## src/rtl/vga_timing_pkg.sv

```systemverilog
// Shared timing constants and helpers for the video timing generator.
// Defaults describe 640x480@60 with a 25.175 MHz pixel clock.
package vga_timing_pkg;

    localparam int unsigned H_ACTIVE_DEF = 640;
    localparam int unsigned H_FP_DEF     = 16;
    localparam int unsigned H_SYNC_DEF   = 96;
    localparam int unsigned H_BP_DEF     = 48;

    localparam int unsigned V_ACTIVE_DEF = 480;
    localparam int unsigned V_FP_DEF     = 10;
    localparam int unsigned V_SYNC_DEF   = 2;
    localparam int unsigned V_BP_DEF     = 33;

    localparam int unsigned CNT_W   = 12;
    localparam int unsigned CNT_MAX = 4096;
    localparam int unsigned COLOR_W = 24;

    localparam logic [COLOR_W-1:0] COLOR_BLACK = '0;

    function automatic int unsigned calc_total(
        input int unsigned active,
        input int unsigned fp,
        input int unsigned sync,
        input int unsigned bp
    );
        return active + fp + sync + bp;
    endfunction

endpackage

```

## src/rtl/video_delay_line.sv

```systemverilog
// Fixed-depth shift register with asynchronous active-low reset to RST_VAL.
module video_delay_line #(
    parameter int unsigned      WIDTH   = 1,
    parameter int unsigned      DEPTH   = 1,
    parameter logic [WIDTH-1:0] RST_VAL = '0
) (
    input  logic             clk_i,
    input  logic             rst_ni,
    input  logic [WIDTH-1:0] d_i,
    output logic [WIDTH-1:0] q_o
);

    logic [WIDTH-1:0] stage_q [DEPTH];

    always_ff @(posedge clk_i or negedge rst_ni) begin
        if (!rst_ni) begin
            for (int unsigned i = 0; i < DEPTH; i++) begin
                stage_q[i] <= RST_VAL;
            end
        end else begin
            stage_q[0] <= d_i;
            for (int unsigned i = 1; i < DEPTH; i++) begin
                stage_q[i] <= stage_q[i-1];
            end
        end
    end

    assign q_o = stage_q[DEPTH-1];

endmodule

```

## src/rtl/vga_timing_gen.sv

```systemverilog
// Video timing generator: scan counters on the request side, sync/active
// delayed to meet the source colour, then one aligned output register.
module vga_timing_gen
    import vga_timing_pkg::*;
#(
    parameter int unsigned H_ACTIVE  = H_ACTIVE_DEF,
    parameter int unsigned H_FP      = H_FP_DEF,
    parameter int unsigned H_SYNC    = H_SYNC_DEF,
    parameter int unsigned H_BP      = H_BP_DEF,
    parameter int unsigned V_ACTIVE  = V_ACTIVE_DEF,
    parameter int unsigned V_FP      = V_FP_DEF,
    parameter int unsigned V_SYNC    = V_SYNC_DEF,
    parameter int unsigned V_BP      = V_BP_DEF,
    parameter logic        HSYNC_POL = 1'b0,
    parameter logic        VSYNC_POL = 1'b0,
    parameter int unsigned PIPE_LAT  = 2
) (
    input  logic               clk_pixel,
    input  logic               resetn,
    output logic [CNT_W-1:0]   pix_x,
    output logic [CNT_W-1:0]   pix_y,
    output logic               pix_req,
    output logic               frame_start,
    input  logic [COLOR_W-1:0] color_in,
    input  logic               color_valid,
    input  logic               underflow_clr,
    output logic               underflow,
    output logic               vga_hsync,
    output logic               vga_vsync,
    output logic               vga_blank,
    output logic [COLOR_W-1:0] color
);

    localparam int unsigned H_TOTAL = calc_total(H_ACTIVE, H_FP, H_SYNC, H_BP);
    localparam int unsigned V_TOTAL = calc_total(V_ACTIVE, V_FP, V_SYNC, V_BP);

    localparam logic [CNT_W-1:0] H_LAST     = CNT_W'(H_TOTAL - 1);
    localparam logic [CNT_W-1:0] V_LAST     = CNT_W'(V_TOTAL - 1);
    localparam logic [CNT_W-1:0] H_ACT_END  = CNT_W'(H_ACTIVE);
    localparam logic [CNT_W-1:0] V_ACT_END  = CNT_W'(V_ACTIVE);
    localparam logic [CNT_W-1:0] H_SYNC_BEG = CNT_W'(H_ACTIVE + H_FP);
    localparam logic [CNT_W-1:0] H_SYNC_END = CNT_W'(H_ACTIVE + H_FP + H_SYNC);
    localparam logic [CNT_W-1:0] V_SYNC_BEG = CNT_W'(V_ACTIVE + V_FP);
    localparam logic [CNT_W-1:0] V_SYNC_END = CNT_W'(V_ACTIVE + V_FP + V_SYNC);

    logic [CNT_W-1:0]   h_cnt_q, h_cnt_d;
    logic [CNT_W-1:0]   v_cnt_q, v_cnt_d;
    logic               hs_raw, vs_raw;
    logic [2:0]         dly_out;
    logic               hsync_q, hsync_d;
    logic               vsync_q, vsync_d;
    logic               blank_q, blank_d;
    logic [COLOR_W-1:0] color_q, color_d;
    logic               underflow_q, underflow_d;

    always_ff @(posedge clk_pixel) begin
        assert (H_TOTAL <= CNT_MAX && V_TOTAL <= CNT_MAX && PIPE_LAT >= 1 && PIPE_LAT <= 8)
            else $error("vga_timing_gen: illegal timing parameters");
    end

    always_comb begin
        h_cnt_d = (h_cnt_q == H_LAST) ? '0 : h_cnt_q + 1'b1;
        v_cnt_d = v_cnt_q;
        if (h_cnt_q == H_LAST) begin
            v_cnt_d = (v_cnt_q == V_LAST) ? '0 : v_cnt_q + 1'b1;
        end
    end

    always_ff @(posedge clk_pixel or negedge resetn) begin
        if (!resetn) begin
            h_cnt_q <= '0;
            v_cnt_q <= '0;
        end else begin
            h_cnt_q <= h_cnt_d;
            v_cnt_q <= v_cnt_d;
        end
    end

    assign pix_x       = h_cnt_q;
    assign pix_y       = v_cnt_q;
    assign pix_req     = (h_cnt_q < H_ACT_END) && (v_cnt_q < V_ACT_END);
    assign frame_start = (h_cnt_q == '0) && (v_cnt_q == '0);
    assign hs_raw      = (h_cnt_q >= H_SYNC_BEG) && (h_cnt_q < H_SYNC_END);
    assign vs_raw      = (v_cnt_q >= V_SYNC_BEG) && (v_cnt_q < V_SYNC_END);

    // Raw syncs are active-high internally; polarity is applied at the output.
    video_delay_line #(
        .WIDTH   (3),
        .DEPTH   (PIPE_LAT),
        .RST_VAL (3'b000)
    ) u_sync_dly (
        .clk_i  (clk_pixel),
        .rst_ni (resetn),
        .d_i    ({hs_raw, vs_raw, pix_req}),
        .q_o    (dly_out)
    );

    always_comb begin
        hsync_d     = dly_out[2] ? HSYNC_POL : ~HSYNC_POL;
        vsync_d     = dly_out[1] ? VSYNC_POL : ~VSYNC_POL;
        blank_d     = ~dly_out[0];
        color_d     = (dly_out[0] && color_valid) ? color_in : COLOR_BLACK;
        underflow_d = (dly_out[0] && !color_valid) || (underflow_q && !underflow_clr);
    end

    always_ff @(posedge clk_pixel or negedge resetn) begin
        if (!resetn) begin
            hsync_q     <= ~HSYNC_POL;
            vsync_q     <= ~VSYNC_POL;
            blank_q     <= 1'b1;
            color_q     <= COLOR_BLACK;
            underflow_q <= 1'b0;
        end else begin
            hsync_q     <= hsync_d;
            vsync_q     <= vsync_d;
            blank_q     <= blank_d;
            color_q     <= color_d;
            underflow_q <= underflow_d;
        end
    end

    assign vga_hsync = hsync_q;
    assign vga_vsync = vsync_q;
    assign vga_blank = blank_q;
    assign color     = color_q;
    assign underflow = underflow_q;

endmodule

```

## config.mk

```make
export PLATFORM = sky130hd
export DESIGN_NAME = vga_timing_gen
export DESIGN_NICKNAME = d
export VERILOG_FILES = /design/src/rtl/vga_timing_pkg.sv /design/src/rtl/video_delay_line.sv /design/src/rtl/vga_timing_gen.sv
export SDC_FILE = /design/constraint.sdc
export NUM_CORES = 1
export LEC_CHECK = 0
export CORE_ASPECT_RATIO = 2
export CORE_MARGIN = 5
export CORE_UTILIZATION = 25
export DETAILED_ROUTE_END_ITERATION = 8
export GPL_TIMING_DRIVEN = 0
export PLACE_DENSITY_LB_ADDON = 0.12
export REMOVE_ABC_BUFFERS = 1
export SLEW_MARGIN = 25
export SYNTH_ARGS = -nofsm -noshare
export SYNTH_HDL_FRONTEND = slang
export SYNTH_SLANG_ARGS = --single-unit
```

## constraint.sdc

```tcl
create_clock -name clk_pixel -period 5.4 [get_ports clk_pixel]
set_input_delay 1.08 -clock clk_pixel [delete_from_list [all_inputs] [get_ports clk_pixel]]
set_output_delay 1.08 -clock clk_pixel [all_outputs]
set_load 0.05 [all_outputs]
```

# Word-level counts from Yosys, hierarchy flattened
# Index checks and enable logic that the tools add are counted.
# totals
regBits,58
output_inout_bits,54
# classes
n_addsub,2
magnitude_cmp,6
eq_ne,2
muxes,5
bitwise_logic,1
reduce_logical,12
# ops
cell,count
adder 12 x 1 -> 12 bit (second input constant),2
equality test 12 x 10 -> 1 bit (second input constant),2
logical NOT 12 bit,2
< comparator 12 x 10 -> 1 bit (second input constant),2
< comparator 12 x 9 -> 1 bit (second input constant),2
2-to-1 mux 12 bit,2
2-to-1 mux 24 bit,1
>= comparator 12 x 10 -> 1 bit (second input constant),1
>= comparator 12 x 9 -> 1 bit (second input constant),1
logical AND 1 bit,7
logical NOT 1 bit,2
2-to-1 mux 1 bit,2
logical OR 1 bit,1
NOT 1 bit,1

# Longest topological paths before layout
# Gate-level depths: netlist (run 1).
# depth
depth_word,3
ltp_mapped,7

# Hierarchy
# Synthesis (run 1) repeated with hierarchy kept, for this count alone.
# hier_totals
cells_unflattened,199
hier_area_um2,2327.2
# by_module_without_submodules
mod,n_inst,cells_per_inst,area_per_inst_um2,seq_area_each_um2
vga_timing_gen,1,190,2154.6,1305.0
video_delay_line,1,9,172.7,150.1

# Worst setup path before layout (run 1)
# OpenSTA, ideal clock, no wires.
# synth_timing
kind,reg2out
from,register h_cnt_q[8] (netlist: pix_x[8])
to,output frame_start
arrival_ns,2.816
required_ns,4.320
slack_ns,1.504
stages_incl_launch_ff,5
path_buffers,0
cell_sequence,dfrtp_1 or3_1 nor4_1 nand4b_1 nor4_1
# synth_between
elab_chain_cells,2
# synth_rtl
element,line_no,text
"start, declared",vga_timing_gen.sv:46,"logic [CNT_W-1:0] h_cnt_q, h_cnt_d;"
"start signal, assigned",vga_timing_gen.sv:74,h_cnt_q <= h_cnt_d;
logical NOT 12 bit,vga_timing_gen.sv:82,assign frame_start = (h_cnt_q == '0) && (v_cnt_q == '0);
logical AND 1 bit,vga_timing_gen.sv:82,
"end, declared",vga_timing_gen.sv:23,"output logic frame_start,"
# No other way between the ends.

# Worst setup path in the final report (run 1)
# Same ends and word-level chain as after synthesis.

==> metrics.yaml, run 1 <==
clock_network:
  cts.path.max_buffers: 2
  cts_tree: "done"
  cts-buffers-inserted: 9
  clock_sinks: 58
  clkTransAtPathRegs_ns: 0.05
  root_buffer: "clkbuf_16"
  h-tree-depth: 3
  post_cts_buffers: 0
  cts_resized: 0
  cts.hold.buffers_added: 0
  insertion_delay_ns: 0.32
logic_synthesis:
  synth_edf_count: 0
  synth.most_common_cell: "dfrtp_1"
  yosysWarnings: 0
  async_flop_share_pct: 100.0
  synth.top_cell.area_share_pct: 59.72
  synth_flop_cell: "dfrtp_1"
  synth_top_area_cell: "dfrtp_1"
  ys_seq_elements: 58
  synth-seq-area-share_pct: 63.14
  syn-instance-count: 196
  synth.distinct_cells: 37
  ys_top_cells_by_area: "dfrtp_1, and3_1, xor2_1"
  synth_common_cells: "dfrtp_1, and3_1, nand2_1"
  syn-mean-instance-area_um2: 11.76
  synth_area_um2: 2305
timing:
  clock.fmax_mhz: 263.7
  tightest_slew_ns: 0.7091
  hold_ws_ns: 0.3437
  fin_setup_tns_ns: 0
  drv_slew: 0
  fin_ws_ns: 1.608
  timing_hold_violations_final: 0
  rsz0062_at_grt: "false"
  period_share_pct: 70.22
  clock_skew_ns: 0.005770
  fin_crit_ns: 3.792
  setup_violations: 0
  slew-limit-headroom_pct: 52.58
final_layout:
  regArea_um2: 1455
  drive_above_1_share_pct: 7.639
  final_nets: 315
  area_growth_pct: 54.61
  nFillCells: 914
  diodes: 0
  multi_input_area_um2: 789.5
  stdcell_area_um2: 3563
die:
  core_um2: 9012
  chipHeight_um: 145.8
  ios: 82
  rows: 49
  start_util_pct: 25.57
  die_width_um: 77.89
  dieArea_um2: 11360
global_route:
  groute.usage.overall_pct: 11.77
  grt_max_degree: 46
  grt_pass1_wl_um: 10520
  antenna_found_initial: 0
  grt_pass1_vias: 1940
  grt_overflow: 0
run:
  maxCapViolations: 0
setup_path:
  r2r-end: "pix_y[4]$_DFFE_PN0N_"
  critical_path_class: "reg -> out"
  crit_path_end_kind: "output port"
  cp.buffers_inverters: 1
  worstPathArrival_ns: 2.71
  r2r-start: "pix_x[0]$_DFF_PN0_"
  cp_max_fo: 7
  cpMostUsedCell: "nor4_1"
  start_kind: "register"
  path_depth: 5
  reg2reg_slack_ns: 2.85
  r2r_cells: 5
  critPathMaxStageDelay_ns: 0.86
  worst_path_max_delay_cell: "clkdlybuf4s50_1"
  crit_required_ns: 4.32
  worstPathCellList: "or3_1 -> nor4_1 -> nand4b_1 -> nor4_1 -> clkdlybuf4s50_1"
  critPathLaunch: "pix_x[8]$_DFF_PN0_"
  timing.critical_path.to: "frame_start"
  cp_top_family: "simple AND/OR/NAND/NOR gates"
power_and_ir_drop:
  p_per_area_nw_per_um2: 317.8
  ir_worst_vdd_mv: 0.1690
  leakage_uw: 0.001627
route:
  drc_errors: 0
  drt_iter0_markers: 34
  ant_nets: 0
  routedWlPerCell_um: 16.01
  viasPerCell: 4.777
  wirelength_um: 6242
  num_vias: 1863
  drt_pre_antenna_iters: 4
placement:
  io_buffer_count: 81
  post-place-ws_ns: 1.957
  place_congestion: 0.7149
  dp_hpwl_um: 4484
  placed_area_um2: 3237
outcome:
  outcome: "finished, final reports clean"
hold_path:
  hold_class: "reg -> reg"
==> how the worst min path moves through the flow <==
| stage | to | cells after the start | startpoint | slack [ns] |
|---|---|---|---|---|
| floorplan | u_sync_dly.q_o[0]$_DFF_PN0_ | 0 | u_sync_dly.stage_q[3]$_DFF_PN0_ | 0.33 |
| global route | vga_hsync$_DFF_PN1_ | 1 | u_sync_dly.q_o[2]$_DFF_PN0_ | 0.36 |
| CTS | u_sync_dly.q_o[1]$_DFF_PN0_ | 0 | u_sync_dly.stage_q[4]$_DFF_PN0_ | 0.35 |
| finish | u_sync_dly.q_o[1]$_DFF_PN0_ | 0 | u_sync_dly.stage_q[4]$_DFF_PN0_ | 0.34 |
| detailed placement | u_sync_dly.q_o[1]$_DFF_PN0_ | 0 | u_sync_dly.stage_q[4]$_DFF_PN0_ | 0.34 |
| global placement | u_sync_dly.q_o[0]$_DFF_PN0_ | 0 | u_sync_dly.stage_q[3]$_DFF_PN0_ | 0.33 |
==> layer usage <==
layer,vias up,global-route usage [%],share of wire (%),wire [um]
met2,74,19.01,49,3058
li1,877,-,-,-
met3,10,3.594,6.9,430
met5,-,0,0,0
met4,0,6.345,2.5,159
met1,902,13.69,42,2593
==> stage by stage <==
stage,std cells,total power [uW],util [%]
finish,390,1132,39.54
floorplan,190,496.5,-
global route,390,1174,39.54
global placement,373,547.3,35.64
CTS,390,1153,39.44
detailed placement,374,550.5,35.92
==> area by class of cell <==
cell class	count	share of cell area [%]
flip-flops and latches	58	40.84
repair buffers	82	23.46
multi-input cells	122	22.16
clock buffers	15	8.076
well taps	102	3.581
inverters	10	1.053
clock inverters	1	0.8427
==> cell usage in the layout (no fill, tap or decap), drive strengths merged, types with 4 or more instances in the layout <==
cell and n:
and3 26, clkbuf 15, clkdlybuf4s50 80, dfrtp 55, ha 4, inv 10
nand2 16, nand3 4, nand4 5, nor2 5, nor4 11, o21ai 7
xor2 10
==> power by group <==
part           internal [uW]  switching (uW)  total (uW)
clock network            407             184         591
logic                   39.4            54.5        93.9
registers                445            2.49         448
==> cell families after synthesis <==
family | after synthesis | share of synthesized area [%]
compound gates | 20 | 5.375
xor+xnor | 12 | 4.560
buf+inv | 16 | 2.986
flops | 58 | 63.14
simple gates | 86 | 21.77
fa+ha+maj | 4 | 2.172
==> state kept, by name (all words and copies together), names as in the netlist <==
| signal | count |
|---|---|
| vga_vsync | 1 |
| color | 24 |
| vga_blank | 1 |
| pix_y | 12 |
| vga_hsync | 1 |
| u_sync_dly.q_o | 3 |
| u_sync_dly.stage_q | 3 |
| pix_x | 12 |
| underflow | 1 |
No activity file was read; power rests on OpenSTA's default activity.
==> run 2: changes to the inputs <==
clock period = 3.6 ns   (was 5.4 ns; I/O delays follow)
==> metrics.yaml, run 2 (synthesis gave the netlist of run 1 again) <==
final_layout:
  drive_above_1_share_pct: 7.639
  final_core_util_pct: 39.57
  largest_register_ffs: 24
  final_nets: 315
  multi_input_area_um2: 789.5
  layout_common_cells: "clkdlybuf4s50_1, dfrtp_1, and3_1"
  area_growth_pct: 54.72
  diodes: 0
  fin_cells: 390
  regArea_um2: 1455
  nFillCells: 915
  final_common_cell: "clkdlybuf4s50_1"
clock_network:
  clkTransAtPathRegs_ns: 0.05
  cts.path.max_buffers: 2
  root_buffer: "clkbuf_16"
  cts.hold.buffers_added: 0
  clock_sinks: 58
  insertion_delay_ns: 0.32
  cts-buffers-inserted: 9
  h-tree-depth: 3
  cts_tree: "done"
power_and_ir_drop:
  leakage_uw: 0.001646
  ir_worst_vdd_mv: 0.2547
  p_per_area_nw_per_um2: 477.1
  p_total_uw: 1701
placement:
  io_buffer_count: 81
  dp_hpwl_um: 4484
  dp.cells: 374
  place_congestion: 0.7149
setup_path:
  start_kind: "register"
  critPathLaunch: "pix_y[9]$_DFFE_PN0N_"
  critical_path_class: "reg -> out"
  r2r_cells: 5
  r2r-start: "pix_x[0]$_DFF_PN0_"
  cp_top_family: "buffers and inverters"
  timing.critical_path.to: "pix_req"
  worstPathCellList: "or3_1 -> nor4_1 -> clkdlybuf4s50_1"
  r2r-end: "pix_y[4]$_DFFE_PN0N_"
  worstPathArrival_ns: 2.46
  cp.buffers_inverters: 1
  path_depth: 3
  critPathMaxStageDelay_ns: 0.90
  crit_path_end_kind: "output port"
  cp_max_fo: 7
  worst_path_max_delay_cell: "clkdlybuf4s50_1"
  crit_required_ns: 2.88
  reg2reg_slack_ns: 1.04
die:
  core_um2: 9012
  chipHeight_um: 145.8
  start_util_pct: 25.57
  die_width_um: 77.89
  ios: 82
  rows: 49
  dieArea_um2: 11360
route:
  num_vias: 1860
  ant_nets: 0
  drt_iter0_markers: 43
  drc_errors: 0
  drt_pre_antenna_iters: 4
  viasPerCell: 4.769
  wirelength_um: 6258
  routedWlPerCell_um: 16.05
global_route:
  grt_pass1_vias: 1940
  antenna_found_initial: 0
  grt_max_degree: 46
  grt_overflow: 0
  groute.usage.overall_pct: 11.77
  grt_pass1_wl_um: 10520
timing:
  clock.fmax_mhz: 314.3
  slew-limit-headroom_pct: 52.00
  drv_slew: 0
  timing_hold_violations_final: 0
  fin_crit_ns: 3.181
  clock_skew_ns: 0.005482
  rsz0062_at_grt: "false"
  period_share_pct: 88.37
  setup_violations: 0
  tightest_slew_ns: 0.7177
hold_path:
  hold_class: "in -> async"
outcome:
  outcome: "finished, final reports clean"
run:
  maxCapViolations: 0
-- run 2: changes by cell type in the layout (fill, tap and decap cells not counted), sizes merged --
| cell | before | now |
|---|---|---|
| clkdlybuf4s50 | 80 | 79 |
| dlymetal6s2s | 0 | 1 |
-- run 2: metal layers --
layer,part of all wire [%],track usage (%)
met4,2.5,6.345
met1,42,13.69
met5,0,0
met3,7.0,3.594
met2,49,19.01
-- run 2: power by group --
part / switching, uW / internal [uW] / total [uW]
clock: 278 / 611 / 889
sequential: 3.73 / 668 / 671
combinational: 81.8 / 59.0 / 141
-- run 2: worst min path at each step --
stage | from | endpoint | slack, ns
after global routing | resetn | color[10]$_DFF_PN0_ | 0.26
final | resetn | color[10]$_DFF_PN0_ | 0.25
after CTS | resetn | color[10]$_DFF_PN0_ | 0.25
after detailed placement | u_sync_dly.stage_q[4]$_DFF_PN0_ | u_sync_dly.q_o[1]$_DFF_PN0_ | 0.34
after global placement | u_sync_dly.stage_q[3]$_DFF_PN0_ | u_sync_dly.q_o[0]$_DFF_PN0_ | 0.33
after floorplan | u_sync_dly.stage_q[3]$_DFF_PN0_ | u_sync_dly.q_o[0]$_DFF_PN0_ | 0.33
-- run 2: what timing repair did --
| item | CTS | global route |
|---|---|---|
| endpoints found under the setup margin | 0 | 1 |
| buffers inserted | 0 | 0 |
| gates resized for setup | 0 | 1 |
-- run 2: per-stage QoR --
step	instance area, um^2	setup TNS [ns]	worst slack [ns]	hold WS (ns)
2_1_floorplan	2273	0	0.06434	0.3312
3_3_place_gp	3212	-10.17	-0.1907	0.3317
3_5_place_dp	3237	0	0.5167	0.3356
5_1_grt	3566	0	0.2870	0.2644
6_report	3566	0	0.4188	0.2536
4_1_cts	3555	0	0.1284	0.2480
-- run 2: cell type report --
cell class,instances,area share (%)
clock buffer,15,8.070
clock inverter,1,0.8421
inverter,10,1.053
multi-input combinational,122,22.14
sequential,58,40.81
tap,102,3.579
timing repair buffer,82,23.51
